<file path="src/rtl/mdu_iter.sv">
// mdu_iter: iterative multiply/divide unit with architectural HI/LO.
// Two-cycle multiply and 32-cycle restoring divide, abortable by flush.
module mdu_iter #(
    parameter int DIV_CYCLES = 32
) (
    input  logic        clk,
    input  logic        resetn,
    input  logic        start,
    input  logic [2:0]  op,
    input  logic [31:0] a,
    input  logic [31:0] b,
    input  logic        flush,
    output logic        busy,
    output logic        done,
    output logic [31:0] hi,
    output logic [31:0] lo
);

    localparam int CW = $clog2(DIV_CYCLES);
    localparam logic [CW-1:0] CNT_LAST = CW'(DIV_CYCLES - 1);
    localparam logic [CW-1:0] CNT_ONE  = CW'(1);

    localparam logic [2:0] OP_MULT  = 3'd0;
    localparam logic [2:0] OP_MULTU = 3'd1;
    localparam logic [2:0] OP_DIV   = 3'd2;
    localparam logic [2:0] OP_DIVU  = 3'd3;
    localparam logic [2:0] OP_MTHI  = 3'd4;
    localparam logic [2:0] OP_MTLO  = 3'd5;

    typedef enum logic [1:0] {
        S_IDLE,
        S_MUL,
        S_DIV,
        S_FIX
    } state_t;

    state_t state, state_n;

    logic [2:0]    op_r;
    logic [31:0]   a_r;
    logic [31:0]   b_r;
    logic [CW-1:0] cnt;
    logic [63:0]   prod;
    logic [31:0]   rem;
    logic [31:0]   quo;
    logic [31:0]   dvs;
    logic          neg_q;
    logic          neg_r;

    logic          accept;
    logic          sgn;
    logic [63:0]   ext_a;
    logic [63:0]   ext_b;
    logic [32:0]   shifted;
    logic [32:0]   diff;
    logic [31:0]   q_fix;
    logic [31:0]   r_fix;

    assign busy    = (state != S_IDLE);
    assign accept  = (state == S_IDLE) && start && !flush;

    // Two's-complement product of extended operands is exact in 64 bits.
    assign sgn     = (op_r == OP_MULT);
    assign ext_a   = {{32{sgn & a_r[31]}}, a_r};
    assign ext_b   = {{32{sgn & b_r[31]}}, b_r};

    // One restoring step: shift in next dividend bit, trial subtract.
    assign shifted = {rem, quo[31]};
    assign diff    = shifted - {1'b0, dvs};

    assign q_fix   = neg_q ? -quo : quo;
    assign r_fix   = neg_r ? -rem : rem;

    // State register.
    always_ff @(posedge clk) begin
        if (!resetn) state <= S_IDLE;
        else         state <= state_n;
    end

    // Next-state logic; flush returns to IDLE from any busy state.
    always_comb begin
        state_n = state;
        unique case (state)
            S_IDLE: begin
                if (accept) begin
                    if (op == OP_MULT || op == OP_MULTU)
                        state_n = S_MUL;
                    else if (op == OP_DIV || op == OP_DIVU)
                        state_n = S_DIV;
                end
            end
            S_MUL: begin
                if (flush || cnt == CNT_ONE) state_n = S_IDLE;
            end
            S_DIV: begin
                if (flush)                 state_n = S_IDLE;
                else if (cnt == CNT_LAST)  state_n = S_FIX;
            end
            S_FIX:   state_n = S_IDLE;
            default: state_n = S_IDLE;
        endcase
    end

    // Datapath, HI/LO writeback and registered done pulse.
    always_ff @(posedge clk) begin
        if (!resetn) begin
            hi    <= '0;
            lo    <= '0;
            done  <= 1'b0;
            cnt   <= '0;
            op_r  <= '0;
            a_r   <= '0;
            b_r   <= '0;
            prod  <= '0;
            rem   <= '0;
            quo   <= '0;
            dvs   <= '0;
            neg_q <= 1'b0;
            neg_r <= 1'b0;
        end else begin
            done <= 1'b0;
            if (accept) begin
                op_r  <= op;
                a_r   <= a;
                b_r   <= b;
                cnt   <= '0;
                rem   <= '0;
                quo   <= (op == OP_DIV && a[31]) ? -a : a;
                dvs   <= (op == OP_DIV && b[31]) ? -b : b;
                neg_q <= (op == OP_DIV) && (a[31] ^ b[31]);
                neg_r <= (op == OP_DIV) && a[31];
                if (op == OP_MTHI) begin
                    hi   <= a;
                    done <= 1'b1;
                end
                if (op == OP_MTLO) begin
                    lo   <= a;
                    done <= 1'b1;
                end
            end
            if (state == S_MUL && !flush) begin
                if (cnt == '0) begin
                    prod <= ext_a * ext_b;
                    cnt  <= cnt + CNT_ONE;
                end else begin
                    hi   <= prod[63:32];
                    lo   <= prod[31:0];
                    done <= 1'b1;
                end
            end
            if (state == S_DIV && !flush) begin
                rem <= diff[32] ? shifted[31:0] : diff[31:0];
                quo <= {quo[30:0], ~diff[32]};
                cnt <= cnt + CNT_ONE;
            end
            if (state == S_FIX && !flush) begin
                if (b_r == '0) begin
                    hi <= a_r;
                    lo <= 32'hFFFF_FFFF;
                end else begin
                    hi <= r_fix;
                    lo <= q_fix;
                end
                done <= 1'b1;
            end
        end
    end

endmodule

</file>
<file path="config.mk">
export PLATFORM = sky130hd
export DESIGN_NAME = mdu_iter
export DESIGN_NICKNAME = d
export VERILOG_FILES = /design/src/rtl/mdu_iter.sv
export SDC_FILE = /design/constraint.sdc
export NUM_CORES = 2
export LEC_CHECK = 0
export ABC_AREA = 1
export BUFFER_PORTS_ARGS = -buffer_cell sky130_fd_sc_hd__buf_2
export CAP_MARGIN = 20
export CORE_AREA = 2 2 476 360
export DETAILED_ROUTE_END_ITERATION = 12
export DIE_AREA = 0 0 478 362
export HOLD_SLACK_MARGIN = 0.05
export SKIP_LAST_GASP = 1
export SYNTH_ARGS = -nofsm -noshare
export SYNTH_HDL_FRONTEND = slang
export SYNTH_SLANG_ARGS = --single-unit
</file>
<file path="constraint.sdc">
create_clock -name clk -period 9.8 [get_ports clk]
set_input_delay 1.96 -clock clk [delete_from_list [all_inputs] [get_ports clk]]
set_output_delay 1.96 -clock clk [all_outputs]
set_load 0.01 [all_outputs]
</file>
; ---- After elaboration in Yosys (flattened, before gate mapping)
; Index checks and enable logic that the tools add are counted.
[classes]
mux = 38
n_addsub = 6
mul = 1
bitwise = 4
n_eq_ne = 14
reduce_logical = 21
[ops]
columns = operator, count
row1 = two-way mux 32 bit, 21
row2 = negator 32 bit, 4
row3 = multiplier 33 x 33 -> 64 bit, 1
row4 = subtractor 33 x 32 -> 33 bit, 1
row5 = zero test 32 bit, 1
row6 = two-way mux 5 bit, 4
row7 = two-way mux 2 bit, 6
row8 = logical AND 1 bit, 8
row9 = case mux 2 bit (4 select lines), 1
row10 = == test 3 x 2 -> 1 bit (second input constant), 2
row11 = == test 3 bit (second input constant), 2
row12 = zero test 3 bit, 2
row13 = two-way mux 1 bit, 6
row14 = adder 5 x 1 -> 5 bit (second input constant), 1
row15 = == test 5 x 1 -> 1 bit (second input constant), 1
row16 = == test 5 bit (second input constant), 1
row17 = zero test 5 bit, 1
row18 = == test 2 bit (second input constant), 2
row19 = inequality test 2 bit (second input constant), 2
row20 = AND reduction 4 bit, 1
row21 = nonzero test 2 bit, 2
row22 = == test 3 x 1 -> 1 bit (second input constant), 1
row23 = logical OR 1 bit, 3
row24 = inequality test 3 x 1 -> 1 bit (second input constant), 1
row25 = other kinds (8), 9
[totals]
output_inout_bits = 66
register_bits = 301

; ---- Depth between registers and ports, before layout
[logic_depth]
word_depth = 7
depth_mapped = 35
ltp_nobuf = 34

; ---- Worst setup path after synthesis
; OpenSTA, ideal clock, no wires.
[synth_path]
path_type = reg-to-reg
from = register a_r[31]
to = register prod[56]
arrival_ns = 7.390
slack_ns = 2.301
n_path_buf = 2
stages_incl_launch_ff = 27
cell_sequence = dfxtp_1 -> clkbuf_1 -> clkbuf_1 -> nand2_1 -> nor2_1 -> fa_1 -> fa_1 -> fa_1 -> inv_1 -> fa_1 -> inv_1 -> fa_1 -> fa_1 -> inv_1 -> fa_1 -> fa_1 -> inv_1 -> ha_1 -> nand2_1 -> nor2_1 -> inv_1 -> nor4_1 -> nand3_1 -> nand4_1 -> nand3_1 -> nand2_1 -> inv_1
[synth_between]
elab_chain_len = 2
[synth_rtl]
columns = item, line_no
row1 = from (decl), 40  ; logic [31:0] a_r;
row2 = from (signal assigned), 112  ; a_r <= '0;
row3 = from (signal assigned), 124  ; a_r <= a;
row4 = bitwise AND 1 bit, 64  ; assign ext_a = {{32{sgn & a_r[31]}}, a_r};
row5 = multiplier 33 x 33 -> 64 bit *, 143  ; prod <= ext_a * ext_b;
row6 = to (signal assigned), 143
row7 = to (decl), 43  ; logic [63:0] prod;
; Mark *: on every way between the ends. The rest lies on a longest branch, timed or not.
; A chain may end at the register's enable or synchronous reset.

; ---- Final worst setup path
[layout_path]
from = register a_r[12]
to = register prod[30]
[layout_between]
elab_chain_len = 1
[layout_rtl]
columns = item, line_no
row1 = multiplier 33 x 33 -> 64 bit, 143
; Every way passes these cells.

==> results summary <==
The flow ran to the end, and the final reports show no timing, DRC or antenna violations. The count of final setup violators came out at 0. The maximum VDD drop is 0.112 mV. The area share of and/or/nand/nor cells after synthesis came out at 0.214.

The number of DRC markers after the initial detailed-route iteration is 5693. In the finished design, the share of the clock period the worst path needs comes to 0.893. Static timing analysis puts the maximum clock frequency at 114 MHz. The biggest area contributor in the post-synthesis netlist is fa_1. In the final layout, the share of cells above drive strength 1 is 0.0520. The boundary pin count came out at 137.

From bottom edge to top edge, the die measures 362 um. The number of clock sinks is 300. The clock-pin slew on the worst setup and hold paths came out at 0.07 ns. The worst-case clock skew is 0.0313 ns.

The completed layout was analyzed and its total power is 0.00793 W. The worst path in the final design needs a cycle of 8.75 ns, including I/O delays and setup. The core region is 0.169 sq mm. Summed over all cells, the static leakage comes to 31.9 nW. The post-synthesis share of cell area spent on full adders, half adders and majority gates is 0.438.

The post-synthesis cell type count came out at 61. The layout filler cell count came out at 17830. CTS built an H-tree with a depth of 2. By area the synthesized netlist is led by fa_1 38%, inv_1 13%, nand2_1 12%, dfxtp_1 10%, ha_1 5.4%.

The share of synthesized flip-flops with an asynchronous set or reset came out at 0. The remaining global-route overflow came out at 0. The routed wire length per instance came out at 21.4 um. The compound-cell area share of the yosys netlist was 0.0766. The cell count after synthesis came out at 8054. For the worst-skew pair, the clock arrives at the later sink with an insertion delay of 0.59 ns. The die covers 0.173 sq mm. TritonCTS created 35 clock buffers. The post-layout instance area came out at 0.0630 sq mm. The count of hold buffers inserted by post-cts repair came out at 0. The worst-margin pin slew came out at 1.13 ns. The first-pass iteration count of the detailed router came out at 8. The clock tree from TritonCTS is done. Entering global routing, the biggest net connects 99 pins. STA classifies the critical path endpoint as a register. For this run, design rule violations remaining after detail routing come to 0. The remaining max-slew budget at the tightest pin is 0.247. The total count of hold-check failures in the final report came out at 0.

In this run, synthesis produced a sequential element count of 300. Power spread over the standard cell area amounts to 126 mW/mm^2. The deepest clock path buffer count came out at 3. The count of standard-cell rows is 131. The kind of start point of the critical path is a register. The final layout contains 9412 nets. The mean instance size in the synthesized netlist is 7.28 sq um. The max-capacitance violation count came out at 0. Yosys printed 0 warnings.

From synthesis to final layout, the design area changed by 7.32%. The required time of the critical path is 10.32 ns. Setup repair after global routing left no endpoint under its margin. When the netlist entered floorplanning its net count stood at 9503. The fraction of synthesized cell area in xor and xnor cells came out at 0.0116.

The HPWL after detailed placement came out at 181000 um. The via count of the first global-routing pass came out at 51419. The number of port buffers is 136. The tree is rooted in a clkbuf_16. The critical path is of the reg2reg type. The data arrival time of the critical path is 9.27 ns. Once the clock tree was built, the resizer swapped 0 gates to a different size. The min-delay analysis places its worst path in the category reg2reg.

For this configuration, the core starts out at a cell density of 0.348. The floorplan step set the die width to 478 um. The number of buffers added for setup after CTS came out at 0. The number of antenna violations at the first check in global routing came out at 18. The routed design has 220000 um of wire. The total negative slack for setup checks is 0 ns. Counting flops with a built-in enable in the synthesized netlist gives 0. The share of synthesized area in the top cell type comes to 0.384.

The final antenna-violating net count is 0. The total global-route track usage came out at 0.253. In the synthesized netlist the dominant register cell turns out to be dfxtp_1. The largest family of logic cells by synthesized area is adder cells. In this run the cell area of the synthesized design comes to 0.0587 sq mm. The share of the core filled with cells in the final layout is 0.373. After synthesis, the most frequently instantiated cells are 1995 x inv_1, 1952 x nand2_1, 1126 x fa_1. The portion of netlist area occupied by mux cells is 0.00126. Routability-driven placement finished with a final weighted congestion of 1.02.

The placed cell area came out at 0.0617 sq mm. For this run, the register share of the synthesized area comes to 0.102. The global-route wire length before repair came out at 331000 um.

The final max-slew violation count is 0. Detailed routing inserted a total of 52332 vias. The critical-path maximum fanout is 12. The most common cell in the netlist is inv_1. The number of vias per cell is 5.10.
[layout make-up]
cell class	instances	area [sq um]	area share
Antenna cell	5	12.5	0.000199
Multi-Input combinational cell	5341	43500	0.691
Clock inverter	18	231	0.00368
Timing Repair Buffer	277	1880	0.0298
Inverter	2008	7540	0.120
Tap cell	2261	2830	0.0449
Clock buffer	42	932	0.0148
Sequential cell	300	6010	0.0954
[worst paths after layout]
kind	slack, ns	endpoint	cells after the start	start
setup reg to reg	1.05	prod[30]	23	a_r[12]
setup / recovery	1.05	prod[30]	23	a_r[12]
hold reg to reg	0.46	cnt[3]	2	cnt[3]
hold / removal	0.46	cnt[3]	2	cnt[3]
[critical path, stage by stage (launching register included)]
cell and delay (ns):
dfxtp_1 1.00, buf_4 0.37, nand2_1 0.11, fa_1 0.59, inv_1 0.07, fa_1 0.46
fa_1 0.56, fa_1 0.50, inv_1 0.05, fa_1 0.48, fa_1 0.56, inv_1 0.07
fa_1 0.54, fa_1 0.48, ha_1 0.62, a21oi_1 0.18, o21ai_0 0.31, inv_1 0.07
nand2_1 0.12, a21oi_1 0.10, nand2_1 0.35, xor2_1 0.79, o21ai_0 0.17, inv_1 0.08
[cell usage in the layout, fill, tap and decap left out, types with 8 or more instances in the layout]
master     netlist  layout
nor3_2           7       8
nand2_2          9      10
nand3_1        312     312
or2_2           13      13
nand2_1       1952    1951
buf_4            1     133
o21ai_0        248     248
nor3_1          53      52
buf_2           39     135
xnor2_1         28      28
a21oi_1        348     348
inv_2           11       9
a211oi_1        28      28
a31oi_1         22      22
inv_1         1995    1995
nor4_1          21      21
o31ai_1         11      11
o21ai_1         29      29
o22ai_1         22      22
ha_1           252     252
xor2_1          50      50
nand3b_1        13      13
dfxtp_1        300     297
o211ai_1        42      42
clkbuf_16        0      35
nor2_1         598     595
nand4_1         60      60
o21bai_1        19      19
fa_1          1126    1126
o221ai_1        10      10
[per-stage QoR]
step	setup slack, ns	hold slack (ns)	instances
2_1_floorplan	2.30	0.421	8054
3_3_place_gp	1.25	0.451	10182
3_5_place_dp	1.19	0.455	10183
4_1_cts	1.16	0.465	10243
5_1_grt	0.443	0.482	10250
6_report	1.05	0.461	10252
[power breakdown]
part           total (W)  internal [W]  leakage, nW  switching [W]
Combinational    0.00507       0.00159         28.9        0.00348
Clock            0.00146      0.000796        0.578       0.000663
Sequential       0.00141       0.00128         2.44       0.000128
Total            0.00793       0.00366         31.9        0.00427
[registers in the layout, indices dropped and copies added (netlist names)]
register / cells
op_r: 3
lo: 32
a_r: 32
hi: 32
cnt: 5
neg_r: 1
b_r: 32
dvs: 31
neg_q: 1
quo: 32
done: 1
prod: 64
rem: 32
state: 2
[routing by layer]
layer  vias to the layer above  part of all wire  track usage
li1                      23532                 -            -
met1                     25910              0.45        0.378
met2                      2553              0.41        0.366
met3                       325              0.11       0.0541
met4                        12             0.031       0.0668
met5                         -           0.00029            0
[cell families (layout without fill, tap and decap cells)]
logic type               Yosys count  in the layout
other                              0              5
buffers and inverters           2413           2345
adder cells (fa/ha/maj)         1378           1378
XOR/XNOR                          78             78
AND/OR/NAND/NOR                 3070           3070
AO/OA/AOI/OAI                    808            808
flip-flops                       300            300
multiplexers                       7              7
No activity file was read; power rests on OpenSTA's default activity.
